--- config.mk ---
export PLATFORM = sky130hd
export DESIGN_NAME = lbp_interp_scheduler
export DESIGN_NICKNAME = d
export VERILOG_FILES = /design/src/rtl/lbp_interp_scheduler.sv
export SDC_FILE = /design/constraint.sdc
export NUM_CORES = 1
export LEC_CHECK = 0
export ABC_CLOCK_PERIOD_IN_PS = 2500
export CORE_MARGIN = 2
export CORE_UTILIZATION = 50
export DETAILED_ROUTE_END_ITERATION = 16
export GPL_TIMING_DRIVEN = 0
export HOLD_SLACK_MARGIN = 0.03
export PLACE_DENSITY = 0.77
export SETUP_SLACK_MARGIN = 0.3
export SLEW_MARGIN = 25
export SYNTH_ARGS = -nofsm -noshare
export SYNTH_HDL_FRONTEND = slang
export SYNTH_SLANG_ARGS = --single-unit
--- constraint.sdc ---
create_clock -name clk -period 2.5 [get_ports clk]
set_input_delay 0.625 -clock clk [delete_from_list [all_inputs] [get_ports clk]]
set_output_delay 0.625 -clock clk [all_outputs]
set_load 0.005 [all_outputs]
--- src/rtl/lbp_interp_scheduler.sv ---
// Shares one bilinear calc unit across the four diagonal LBP angles of a window.
// Define INTERP_ROUND_EN to round (+0x8000) the Q16 result instead of truncating.
module lbp_interp_scheduler #(
    parameter int CALC_LAT = 3,
    parameter int TIMEOUT  = 8
) (
    input  logic         clk,
    input  logic         rst,
    input  logic         win_valid,
    output logic         win_ready,
    input  logic [127:0] win_px,
    output logic         calc_issue,
    output logic [1:0]   calc_angle,
    output logic [7:0]   calc_a,
    output logic [7:0]   calc_b,
    output logic [7:0]   calc_c,
    output logic [7:0]   calc_d,
    input  logic         calc_done_i,
    input  logic [31:0]  calc_data,
    output logic         out_valid,
    input  logic         out_ready,
    output logic [31:0]  out_px,
    output logic         busy,
    output logic         err_o
);

    localparam int DL = CALC_LAT + TIMEOUT;
    localparam int DW = $clog2(DL + 1);
    localparam int QW = $clog2(CALC_LAT + 1);
    localparam logic [DW-1:0] DLAST = DW'(DL - 1);
    localparam logic [QW-1:0] QINIT = QW'(CALC_LAT);

    typedef enum logic [1:0] {
        IDLE,
        ISSUE,
        DRAIN,
        HOLD
    } state_t;

    state_t        state;
    logic [127:0]  win_q;
    logic [1:0]    idx;
    logic [1:0]    nidx;
    logic [2:0]    ret_cnt;
    logic [31:0]   slots;
    logic [DW-1:0] dcnt;
    logic [QW-1:0] quiet;

    logic [31:0] sum;
    logic [7:0]  px_in;
    logic        done_v;
    logic        cap_ok;
    logic        last_now;
    logic        unused_lo;

`ifdef INTERP_ROUND_EN
    assign sum = calc_data + 32'h0000_8000;
`else
    assign sum = calc_data;
`endif

    assign px_in     = (sum[31:24] != 8'd0) ? 8'hFF : sum[23:16];
    assign unused_lo = ^sum[15:0];
    assign nidx      = idx + 2'd1;

    // Returns still in flight from before a reset land inside the quiet window.
    assign done_v   = calc_done_i && (quiet == '0);
    assign cap_ok   = ((state == ISSUE) || (state == DRAIN)) && (ret_cnt != 3'd4);
    assign last_now = done_v && cap_ok && (ret_cnt == 3'd3);

    always_ff @(posedge clk) begin
        if (rst) begin
            state      <= IDLE;
            win_ready  <= 1'b1;
            calc_issue <= 1'b0;
            calc_angle <= 2'd0;
            calc_a     <= 8'd0;
            calc_b     <= 8'd0;
            calc_c     <= 8'd0;
            calc_d     <= 8'd0;
            out_valid  <= 1'b0;
            out_px     <= 32'd0;
            busy       <= 1'b0;
            err_o      <= 1'b0;
            win_q      <= 128'd0;
            idx        <= 2'd0;
            ret_cnt    <= 3'd0;
            slots      <= 32'd0;
            dcnt       <= '0;
            quiet      <= QINIT;
        end else begin
            if (quiet != '0)
                quiet <= quiet - 1'b1;

            if (done_v) begin
                if (cap_ok) begin
                    slots[{ret_cnt[1:0], 3'b000} +: 8] <= px_in;
                    ret_cnt <= ret_cnt + 3'd1;
                end else begin
                    err_o <= 1'b1;
                end
            end

            unique case (state)
                IDLE: begin
                    if (win_valid) begin
                        win_q      <= win_px;
                        idx        <= 2'd0;
                        state      <= ISSUE;
                        win_ready  <= 1'b0;
                        busy       <= 1'b1;
                        calc_issue <= 1'b1;
                        calc_angle <= 2'd0;
                        {calc_d, calc_c, calc_b, calc_a} <= win_px[31:0];
                    end
                end
                ISSUE: begin
                    if (idx == 2'd3) begin
                        calc_issue <= 1'b0;
                        state      <= DRAIN;
                        dcnt       <= '0;
                    end else begin
                        idx        <= nidx;
                        calc_angle <= nidx;
                        {calc_d, calc_c, calc_b, calc_a} <= win_q[{nidx, 5'd0} +: 32];
                    end
                end
                DRAIN: begin
                    if (ret_cnt == 3'd4) begin
                        state     <= HOLD;
                        out_valid <= 1'b1;
                        out_px    <= slots;
                    end else if (dcnt == DLAST && !last_now) begin
                        err_o     <= 1'b1;
                        state     <= IDLE;
                        win_ready <= 1'b1;
                        busy      <= 1'b0;
                        ret_cnt   <= 3'd0;
                    end else begin
                        dcnt <= dcnt + 1'b1;
                    end
                end
                HOLD: begin
                    if (out_ready) begin
                        out_valid <= 1'b0;
                        state     <= IDLE;
                        win_ready <= 1'b1;
                        busy      <= 1'b0;
                        ret_cnt   <= 3'd0;
                    end
                end
                default: state <= IDLE;
            endcase
        end
    end

endmodule
==> metrics.md <==
| Metric | Value |
|---|---|
| Total gr overflow | 0 |
| Share of the synthesized area in the top cell type | 0.497 |
| Clock share of power | 0.286 |
| Critical Path Max Stage Delay | 0.52 ns |
| Root buf cell | clkbuf_16 |
| Pre-antenna DRT Iters | 7 |
| Die ar. | around 21000 µm² |
| Core Box Area | slightly below 20000 µm² |
| Die Height | 144 µm |
| Reg2reg end | dcnt[3] |
| WP data arrival | 2.71 ns |
| Synth Cell Area | approximately 9800 µm² |
| Hold crit path type | register to register |
| Largest net degree at the start of global routing | 14 |
| R2R Path Start | state[0] |
| Vias in the first global route | 8906 |
| DP Worst Slack | -0.713 ns |
| Area leader, netlist | dfxtp_1 |
| I/O pin count | 236 |
| Sequential cell area fraction in the yosys report | 0.497 |
| Ys async rst share | 0 |
| Final cell count without fillers | around 1700 |
| Clk sinks | 242 |
| Worst path required time | 2.95 ns |
| Vias post-DR | just over 9000 |
| Critical path fanouts, max | 9 |
| H-tree levels | 1 |
| Unrepaired setup endpoints after global routing | true |
| Fin area | around 13000 µm² |
| Int Power | 8.55 mW |
| Post-layout nets | 1554 |
| Later-pin clock latency in the skew report | 0.52 ns |
| Worst Reg-to-Reg Cells | 7 |
| Setup slack after layout | approximately 0.24 ns |
| Syn Nets | 1307 |
| Yosys warning count | 0 |
| Drt drc | 0 |
| Dpl cell area | 12300 µm² |
| Buf+Inv Stages, Crit Path | 2 |
| Top post-synthesis cells by area | dfxtp_1 (50%), nand2_1 (13%), a21oi_1 (11%) |
| Row cnt | just over 50 |
| Register-to-register setup slack | ~0.24 ns |
| Status | finished, final reports clean |
| Fill cells | 1591 |
| CP top delay family | simple AND/OR/NAND/NOR gates |
| Wire length per cell | 18.5 µm |
| Rel. slew slack | 0.469 |
| Via density | between 5 and 6 |
| Sw Pwr | 4.21 mW |
| Port Buf Inserts | 219 |
| Hold Path Sink | out_px[24] |
| Static leakage | 4.84 nW |
| Average size of a mapped cell | 8.65 µm² |
| Placer Congestion | 0.889 |
| Most common cell in the netlist | nand2_1 |
| Yosys reg bits | between 200 and 250 |
| Logic pwr share | 0.330 |
| CTS tree | built |
| Cell count after synthesis | 1127 |
| CTS Buf Count | 25 |
| Min-delay src | slots[24] |
| Fin. Hold Viols | 0 |
| Post-synth top cells | nand2_1 (343), dfxtp_1 (242), a21oi_1 (217) |
| Clock-pin slew on the worst setup and hold paths | about 0.060 ns |
| Chip width | 144 µm |
| Crit Path Class | register to register |
| Cell variety after synth | 47 |
| Hold Crit Depth | 2 |
| Setup violators final | 0 |
| VDD IR-drop max | 0.000538 V |
| Clk_skew | 0.0150 ns |
| Fin util | 0.685 |
| Total Wirelength | 30.7 mm |
| Sequential Power Share | 0.384 |
| Final Max Tran Viols | 0 |
| DP HPWL | 22.1 mm |
| Initial antenna violation count | 2 |
| Pwr Density | roughly 970 nW/µm² |
| Final period utilization | 0.905 |
| Share of cells above drive strength 1 | 0.0985 |
| Initial Util | 0.506 |
| Area Growth Syn to Fin | 35.3% |
| Cells after DPL | 1611 |
| MaxCap Viol Count | 0 |
| Post-synth EDFFs | 0 |
| DRT iter0 DRCs | 612 |
| Crit path launch type | register |
| Antenna fix cells | 0 |
| Gr usage total | 0.288 |
| Max Freq | 442 MHz |
| Clock Path Buffers | 3 |
| Worst Max-Slew Pin Slew | 0.796 ns |
| Crit-path cells | inv_1 > ha_1 > and3_1 > buf_6 > or3_4 > or4_1 > a21boi_1 |
| Sw frac | 0.330 |
| Top_reg_cell synth | dfxtp_1 |
| Critical Path End Type | register |
| Post-route antenna net violation count | 0 |
| First-pass GRT wire length | 46.2 mm |
| TNS Setup | 0 ns |
| Worst path slowest cell | or4_1 |
| Fin crit period | 2.26 ns |
## worst max-delay path by stage
stage | from | end | slack (ns) | cells past startpoint
2_1_floorplan | ret_cnt[0] | dcnt[3] | 0.31 | 7
3_3_place_gp | win_valid | calc_d[4] | -0.69 | 6
3_5_place_dp | win_valid | calc_c[2] | -0.71 | 6
4_1_cts | state[0] | dcnt[3] | 0.25 | 7
5_1_grt | state[1] | slots[25] | 0.15 | 6
6_report | state[0] | dcnt[3] | 0.24 | 7
## per-layer routing
| layer | global-route usage | wire [µm] | vias to the layer above |
|---|---|---|---|
| li1 | - | - | 4352 |
| met1 | 0.341 | 11500 | 4320 |
| met2 | 0.496 | 14900 | 430 |
| met3 | 0.0656 | 3110 | 73 |
| met4 | 0.132 | 1130 | 2 |
| met5 | 0 | 13 | - |
## cell usage in the layout, fill, tap and decap left out, types with 6 or more instances in the layout
cell type and count:
a21oi_1 217, clkbuf_1 33, clkbuf_16 25, clkbuf_2 37
clkbuf_8 7, clkdlybuf4s50_1 219, dfxtp_1 240, ha_1 14
inv_1 12, mux2i_1 35, mux4_2 32, nand2_1 343
nand3_1 6, nor2_1 21, o21ai_0 41, o21ai_1 10
o2bb2ai_1 16
## state kept, by name, indices dropped and copies added (netlist names)
name,flops
win_q,128
out_px,32
slots,32
calc_a,8
calc_b,8
calc_c,8
calc_d,8
dcnt,4
ret_cnt,3
idx,2
quiet,2
state,2
busy,1
calc_issue,1
err_o,1
out_valid,1
win_ready,1
## worst register-to-register path, delay by kind of cell, from the launching register on
kind,cells,cell delay [ns]
AO/OA/AOI/OAI,1,0.15
adder cells (fa/ha/maj),1,0.29
buffers and inverters,2,0.21
flip-flops,1,0.38
AND/OR/NAND/NOR,3,1.17
## cell type report
cell class	count	area, µm²	share of cell area
Sequential cell	242	4850	0.367
Multi-Input combinational cell	791	4560	0.345
Timing Repair Buffer	220	2200	0.167
Clock buffer	37	741	0.0561
Buffer	82	413	0.0313
Tap cell	265	332	0.0251
Clock inverter	7	63.8	0.00483
Inverter	12	45.0	0.00341
## power by group through the flow
stage	registers [mW]	clock network, mW	logic (mW)
final	4.90	3.65	4.20
after global routing	4.95	3.83	4.53
after CTS	4.89	3.67	4.12
after detailed placement	4.96	0	4.00
after global placement	4.94	0	3.92
after floorplan	4.87	0	2.32
## metrics by stage
stage | hold WS [ns] | power (mW)
floorplan | 0.432 | 7.20
global placement | 0.436 | 8.86
detailed placement | 0.444 | 8.96
CTS | 0.448 | 12.7
global route | 0.467 | 13.3
finish | 0.443 | 12.8
## kinds of logic (layout without fill, tap and decap cells)
| family | after synthesis | count (layout) | share of synthesized area |
|---|---|---|---|
| fa+ha+maj | 15 | 15 | 0.0192 |
| mux | 68 | 68 | 0.111 |
| flops | 242 | 242 | 0.497 |
| xor+xnor | 2 | 2 | 0.00180 |
| buf+inv | 94 | 358 | 0.0381 |
| simple gates | 403 | 403 | 0.166 |
| compound gates | 303 | 303 | 0.167 |
## timing repair
action | CTS | global route
setup endpoints to repair | 134 | 202
pin swaps | 1 | 0
gates resized for setup | 38 | 43
setup buffers | 1 | 0
hold buffers | 0 | 0
Power figures use the tool's default switching activity.
